$ cat config.mk
export PLATFORM = sky130hd
export DESIGN_NAME = remote_comm_mb
export DESIGN_NICKNAME = d
export VERILOG_FILES = /design/src/rtl/remote_comm_mb.sv
export SDC_FILE = /design/constraint.sdc
export NUM_CORES = 1
export LEC_CHECK = 0
export ABC_AREA = 1
export BUFFER_PORTS_ARGS = -buffer_cell sky130_fd_sc_hd__buf_2
export CAP_MARGIN = 25
export CORE_MARGIN = 1
export CORE_UTILIZATION = 40
export DETAILED_ROUTE_END_ITERATION = 10
export HOLD_SLACK_MARGIN = 0.03
export PLACE_DENSITY = 0.59
export SLEW_MARGIN = 10
export SYNTH_ARGS = -nofsm -noshare
export SYNTH_HDL_FRONTEND = slang
export SYNTH_HIERARCHICAL = 1
export SYNTH_SLANG_ARGS = --single-unit
$ cat constraint.sdc
create_clock -name clk -period 2.2 [get_ports clk]
set_input_delay 0 -clock clk [delete_from_list [all_inputs] [get_ports clk]]
set_output_delay 0 -clock clk [all_outputs]
set_load 0.005 [all_outputs]
$ cat src/rtl/remote_comm_mb.sv
// remote_comm_mb: multi-byte command sender / response collector over a built-in 8N1 UART.
// Optional build macro REMOTE_COMM_TIMEOUT_EN adds a response inter-byte timeout.
`default_nettype none

module remote_comm_uart_tx #(
  parameter int CLKS_PER_BIT = 868
) (
  input  logic       clk,
  input  logic       rst_n,
  input  logic       trmt,
  input  logic [7:0] tx_data,
  output logic       TX,
  output logic       tx_done
);
  localparam int BW = $clog2(CLKS_PER_BIT + 1);

  logic [9:0]    sh;
  logic [BW-1:0] baud;
  logic [3:0]    bit_idx;
  logic          active;

  assign TX = active ? sh[0] : 1'b1;

  always_ff @(posedge clk or negedge rst_n) begin
    if (!rst_n) begin
      sh      <= '1;
      baud    <= '0;
      bit_idx <= '0;
      active  <= 1'b0;
      tx_done <= 1'b0;
    end else begin
      tx_done <= 1'b0;
      if (!active) begin
        if (trmt) begin
          sh      <= {1'b1, tx_data, 1'b0};
          active  <= 1'b1;
          baud    <= '0;
          bit_idx <= '0;
        end
      end else if (baud == BW'(CLKS_PER_BIT - 1)) begin
        baud <= '0;
        sh   <= {1'b1, sh[9:1]};
        if (bit_idx == 4'd9) begin
          active  <= 1'b0;
          tx_done <= 1'b1;
        end else begin
          bit_idx <= bit_idx + 4'd1;
        end
      end else begin
        baud <= baud + BW'(1);
      end
    end
  end
endmodule

module remote_comm_uart_rx #(
  parameter int CLKS_PER_BIT = 868
) (
  input  logic       clk,
  input  logic       rst_n,
  input  logic       RX,
  input  logic       clr_rx_rdy,
  output logic [7:0] rx_data,
  output logic       rx_rdy
);
  localparam int BW = $clog2(CLKS_PER_BIT + 1);

  logic          rx_m, rx_s;
  logic [7:0]    sh;
  logic [BW-1:0] baud;
  logic [3:0]    bit_idx;
  logic          active;

  always_ff @(posedge clk or negedge rst_n) begin
    if (!rst_n) begin
      rx_m    <= 1'b1;
      rx_s    <= 1'b1;
      sh      <= '0;
      baud    <= '0;
      bit_idx <= '0;
      active  <= 1'b0;
      rx_data <= '0;
      rx_rdy  <= 1'b0;
    end else begin
      rx_m <= RX;
      rx_s <= rx_m;
      if (clr_rx_rdy) rx_rdy <= 1'b0;
      if (!active) begin
        if (!rx_s) begin
          // Start half a bit ahead so every later tick lands mid-bit.
          active  <= 1'b1;
          baud    <= BW'(CLKS_PER_BIT / 2);
          bit_idx <= '0;
        end
      end else if (baud == BW'(CLKS_PER_BIT - 1)) begin
        baud    <= '0;
        bit_idx <= bit_idx + 4'd1;
        if (bit_idx == 4'd0) begin
          if (rx_s) active <= 1'b0;
        end else if (bit_idx == 4'd9) begin
          active  <= 1'b0;
          rx_data <= sh;
          rx_rdy  <= 1'b1;
        end else begin
          sh <= {rx_s, sh[7:1]};
        end
      end else begin
        baud <= baud + BW'(1);
      end
    end
  end
endmodule

module remote_comm_mb #(
  parameter int CMD_BYTES      = 2,
  parameter int RESP_BYTES     = 1,
  parameter int TIMEOUT_CYCLES = 1000000,
  parameter int CLKS_PER_BIT   = 868
) (
  input  logic                                              clk,
  input  logic                                              rst_n,
  input  logic                                              send_cmd,
  input  logic [8*CMD_BYTES-1:0]                            cmd,
  input  logic                                              RX,
  output logic                                              TX,
  output logic                                              busy,
  output logic                                              cmd_sent,
  output logic [8*((RESP_BYTES > 0) ? RESP_BYTES : 1)-1:0]  resp,
  output logic                                              resp_rdy,
  output logic                                              timeout
);
  localparam int CW = 8 * CMD_BYTES;
  localparam int RW = 8 * ((RESP_BYTES > 0) ? RESP_BYTES : 1);

  localparam logic [1:0] IDLE      = 2'd0;
  localparam logic [1:0] LOAD      = 2'd1;
  localparam logic [1:0] WAIT_TX   = 2'd2;
  localparam logic [1:0] WAIT_RESP = 2'd3;

  logic [1:0]    state;
  logic [CW-1:0] cmd_sh;
  logic [3:0]    byte_cnt;
  logic [2:0]    resp_cnt;
  logic [RW-1:0] resp_sh;
  logic [RW-1:0] resp_next;
  logic          trmt, tx_done, rx_rdy, clr_rx_rdy;
  logic [7:0]    rx_data;

  assign trmt = (state == LOAD);
  // Every received byte is consumed at once; only WAIT_RESP keeps it.
  assign clr_rx_rdy = rx_rdy;

  always_comb begin
    resp_next      = resp_sh << 8;
    resp_next[7:0] = rx_data;
  end

  remote_comm_uart_tx #(.CLKS_PER_BIT(CLKS_PER_BIT)) u_tx (
    .clk(clk), .rst_n(rst_n), .trmt(trmt), .tx_data(cmd_sh[CW-1 -: 8]),
    .TX(TX), .tx_done(tx_done)
  );

  remote_comm_uart_rx #(.CLKS_PER_BIT(CLKS_PER_BIT)) u_rx (
    .clk(clk), .rst_n(rst_n), .RX(RX), .clr_rx_rdy(clr_rx_rdy),
    .rx_data(rx_data), .rx_rdy(rx_rdy)
  );

`ifdef REMOTE_COMM_TIMEOUT_EN
  localparam int TW = $clog2(TIMEOUT_CYCLES + 1);
  logic [TW-1:0] to_cnt;
  logic          to_flag;
  assign timeout = to_flag;
`else
  assign timeout = 1'b0;
`endif

  always_ff @(posedge clk or negedge rst_n) begin
    if (!rst_n) begin
      state    <= IDLE;
      cmd_sh   <= '0;
      byte_cnt <= '0;
      resp_cnt <= '0;
      resp_sh  <= '0;
      resp     <= '0;
      busy     <= 1'b0;
      cmd_sent <= 1'b0;
      resp_rdy <= 1'b0;
`ifdef REMOTE_COMM_TIMEOUT_EN
      to_cnt   <= '0;
      to_flag  <= 1'b0;
`endif
    end else begin
      case (state)
        IDLE: begin
          if (send_cmd) begin
            cmd_sh   <= cmd;
            byte_cnt <= 4'(CMD_BYTES);
            cmd_sent <= 1'b0;
            resp_rdy <= 1'b0;
            busy     <= 1'b1;
            state    <= LOAD;
`ifdef REMOTE_COMM_TIMEOUT_EN
            to_flag  <= 1'b0;
`endif
          end
        end
        LOAD: begin
          cmd_sh   <= cmd_sh << 8;
          byte_cnt <= byte_cnt - 4'd1;
          state    <= WAIT_TX;
        end
        WAIT_TX: begin
          if (tx_done) begin
            if (byte_cnt != 4'd0) begin
              state <= LOAD;
            end else begin
              cmd_sent <= 1'b1;
              if (RESP_BYTES == 0) begin
                busy  <= 1'b0;
                state <= IDLE;
              end else begin
                resp_cnt <= 3'(RESP_BYTES);
                state    <= WAIT_RESP;
`ifdef REMOTE_COMM_TIMEOUT_EN
                to_cnt   <= '0;
`endif
              end
            end
          end
        end
        default: begin
          if (rx_rdy) begin
            resp_sh  <= resp_next;
            resp_cnt <= resp_cnt - 3'd1;
`ifdef REMOTE_COMM_TIMEOUT_EN
            to_cnt   <= '0;
`endif
            if (resp_cnt == 3'd1) begin
              resp     <= resp_next;
              resp_rdy <= 1'b1;
              busy     <= 1'b0;
              state    <= IDLE;
            end
          end
`ifdef REMOTE_COMM_TIMEOUT_EN
          else if (to_cnt == TW'(TIMEOUT_CYCLES - 1)) begin
            to_flag <= 1'b1;
            busy    <= 1'b0;
            state   <= IDLE;
          end else begin
            to_cnt <= to_cnt + TW'(1);
          end
`endif
        end
      endcase
    end
  end
endmodule

`default_nettype wire

==> results by group <==
STA
  • Worst Clk Skew: 7.79 ps
  • Worst rel slew slack: 60.2%
  • Count of pins over their slew limit: 0
  • Setup violations, final: 0
  • Crit path time final: 1880 ps
  • Hold Vio Cnt, Final: 0
  • Fin crit share: 85.3%
  • Tightest Pin Transition: 597 ps
  • Setup TNS: 0 ps
  • FMAX: 533 MHz
  • RSZ-0062 raised after global routing: no

Synthesis
  • Synth Area in Compound Gates: 6.96%
  • Syn_area_per_cell: 8.20 sq um
  • Top-area cell type share of the netlist area: 42.9%
  • Seq/Total Area, Yosys: 48.8%
  • Mux share of post-synthesis cell area: 1.43%
  • Yosys top cell by area: dfrtp_1
  • Top FF cell, synth: dfrtp_1
  • Largest family of logic cells by synthesized area: simple AND/OR/NAND/NOR gates
  • Mapped Area: 4900 sq um
  • Post-synthesis adder-cell area fraction: 3.83%
  • Top cells by area, synth: dfrtp_1 (43%), nand2_1 (14%), dfstp_2 (5.9%)
  • Synthesized Nets: 633
  • Yosys warns: 6
  • Simple-gate share of the synthesized area: 29.5%
  • Distinct cell type count after synthesis: 35
  • Synth Area in XOR/XNOR: 1.61%
  • Synthesized netlist cell count: 598
  • Yosys reg bits: 95
  • FFs w/ async S/R, synth: 100%
  • Post-synth EDFFs: 0

Status
  • Status: completed

Drt
  • DRT Wirelength: 10.1 mm
  • DRT iter0 DRCs: 146
  • Final antenna-violating net count: 0
  • Vias post-DR: 3900
  • Met2 WL: 4.86 mm
  • Pre-Repair DR Iteration Count: 5
  • Max layer used: met4
  • M1 wire length: 4.74 mm
  • Routed vias/inst: 4.89
  • Residual DRC count: 0
  • DR WL met3: 285 microns
  • Routed length per instance: 12.7 microns

Clock network
  • TritonCTS Buffers: 9
  • Setup Buffers After CTS: 0
  • TritonCTS clock tree: built
  • Maximum root-to-sink buffer count: 2
  • Clock Latency Late Sink: 350 ps
  • Clk root buf: clkbuf_16
  • Post-cts sizing count: 0
  • Clk pin slew, worst setup/hold paths: 60 ps
  • Clock sinks: 95
  • Hold_buf cts: 18
  • H-tree level count: 3

Global route
  • First-pass GRT wire length: 17.7 mm
  • Initial antenna violation count: 0
  • Largest net degree at the start of global routing: 51
  • Gr usage total: 17.6%
  • Grt total ovfl: 0
  • Vias in the first global route: 3883

Place
  • # port buffers: 31
  • Area after DPL: 5160 sq um
  • Detailed Place HPWL: 7.09 mm
  • GPL Wtd Cong: 0.869

Critical path
  • CP arrival: 2110 ps
  • Worst setup EP type: flip-flop
  • CP Launch Type: flip-flop
  • Worst path max stage delay: 410 ps
  • Buf/Inv on CP: 3
  • Kind of critical path: reg -> reg
  • Worst Path Max Fanout: 20
  • WP data required: 2430 ps
  • Top cell by count, worst path: nand2_1
  • Largest delay share family, worst path: buffers and inverters
  • Chain of cells forming the critical path: inv_1 -> ha_1 -> inv_2 -> nand2_1 -> nand2_2 -> inv_2 -> nand2_1 -> nand2_1 -> nor2_1
  • Crit path max-delay cell type: dfrtp_1

Final layout
  • Final core utilization: 47.3%
  • Post-route design area: 5660 sq um
  • Filler Cells Inserted: 1127
  • Most common cell after layout, fill and taps aside: nand2_1
  • Layout cells sized above 1: 14.1%
  • Antenna fix cells: 0
  • Most frequent cells in the layout: nand2_1 (185), dfrtp_1 (84), inv_1 (54)
  • Layout Nets: 681
  • Area growth syn-to-layout: 15.4%

Power and ir drop
  • Logic pwr share: 28.3%
  • Internal Power: 0.00381 W
  • NetSw: 0.00193 W
  • Clk network pwr share: 29.2%
  • Power Density: 1010 nW/um^2
  • Net Sw Frac: 33.6%
  • Power Total: 0.00574 W
  • Leak pwr: 2.90 nW
  • Share of power burned in registers: 42.5%
  • Worst vdd ir: 0.450 mV

Job
  • Max-Cap Viols: 0

Floorplan
  • Core area: 12000 sq um
  • Initial core utilization: 41.0%
  • Die Span Y: 113 microns
  • Row count: 40
  • Ports: 33
  • Die Area: 12700 sq um
  • Die X: 113 microns

Min path
  • Hold Path Class: in -> reg
-- synth_stat cells (5+ instances only) --
library cell    n
inv_2           6
o21ai_0        39
buf_6           5
buf_2           6
ha_1           15
nand3_1        52
nand2_1       185
o21ai_2         8
dfstp_2        11
mux2i_1         7
o22ai_1         5
dfrtp_1        84
nor2_1         49
inv_1          54
nand4_1        23
or2_2           5
xor2_1          6
-- registers in the layout, summed over array words and instances (netlist names), 2 cells and up --
register,flops
cmd_sh,16
resp_cnt,3
u_tx/baud,10
resp,8
state,2
u_rx/bit_idx,4
byte_cnt,4
u_rx/sh,8
u_tx/sh,9
u_rx/baud,10
u_tx/bit_idx,4
u_rx/rx_data,8
-- routing by layer --
layer  vias to the layer above  GRT usage (%)
li1                       2021              -
met1                      1829           21.8
met2                        33           29.5
met3                        17           3.86
met4                         0           7.91
met5                         -              0
-- worst reg2reg max path, stage by stage, from the launching register on --
cell and delay [ps]:
dfrtp_1 410, inv_1 110, ha_1 260, inv_2 140, nand2_1 110, nand2_2 200
inv_2 300, nand2_1 110, nand2_1 80, nor2_1 40
-- per-stage QoR --
step / hold slack, ps / cells / setup WS [ps]
3_3_place_gp: 54.7 / 764 / 389
4_1_cts: 32.9 / 798 / 304
6_report: 16.6 / 798 / 323
5_1_grt: 68.3 / 798 / 85.0
3_5_place_dp: 54.3 / 764 / 315
2_1_floorplan: -296 / 598 / 744
-- power by group through the flow --
stage	sequential, W	clock, W	combinational (W)
global route	0.00249	0.00179	0.00191
global placement	0.00246	0	0.00157
CTS	0.00244	0.00173	0.00165
floorplan	0.00240	0	0.00132
detailed placement	0.00247	0	0.00162
finish	0.00244	0.00168	0.00162
-- logic make-up after synthesis --
group / after synthesis
flops: 95
other cells: 1
compound gates: 60
fa+ha+maj: 15
buf+inv: 81
simple gates: 330
mux: 7
xor+xnor: 9
-- final timing paths --
check / slack (ps) / depth (start not counted) / end / from
min in group asynchronous: 200 / 2 / cmd_sh[9] / rst_n
max in group asynchronous: 1270 / 3 / u_rx/rx_m / rst_n
setup / recovery: 320 / 9 / byte_cnt[2] / state[1]
setup reg to reg: 320 / 9 / byte_cnt[2] / state[1]
hold reg to reg: 360 / 0 / u_rx/rx_s / u_rx/rx_m
hold / removal: 20 / 3 / cmd_sh[13] / cmd[13]
-- cell type report --
type | count | area, sq um | area share, %
clock buffer | 13 | 250 | 4.42
clock inverter | 3 | 68.8 | 1.22
inverter | 62 | 233 | 4.11
multi-input combinational | 422 | 2130 | 37.6
sequential | 95 | 2390 | 42.3
tap | 147 | 184 | 3.25
timing repair buffer | 56 | 403 | 7.12
Note: power is estimated with default switching activity, not from simulation.
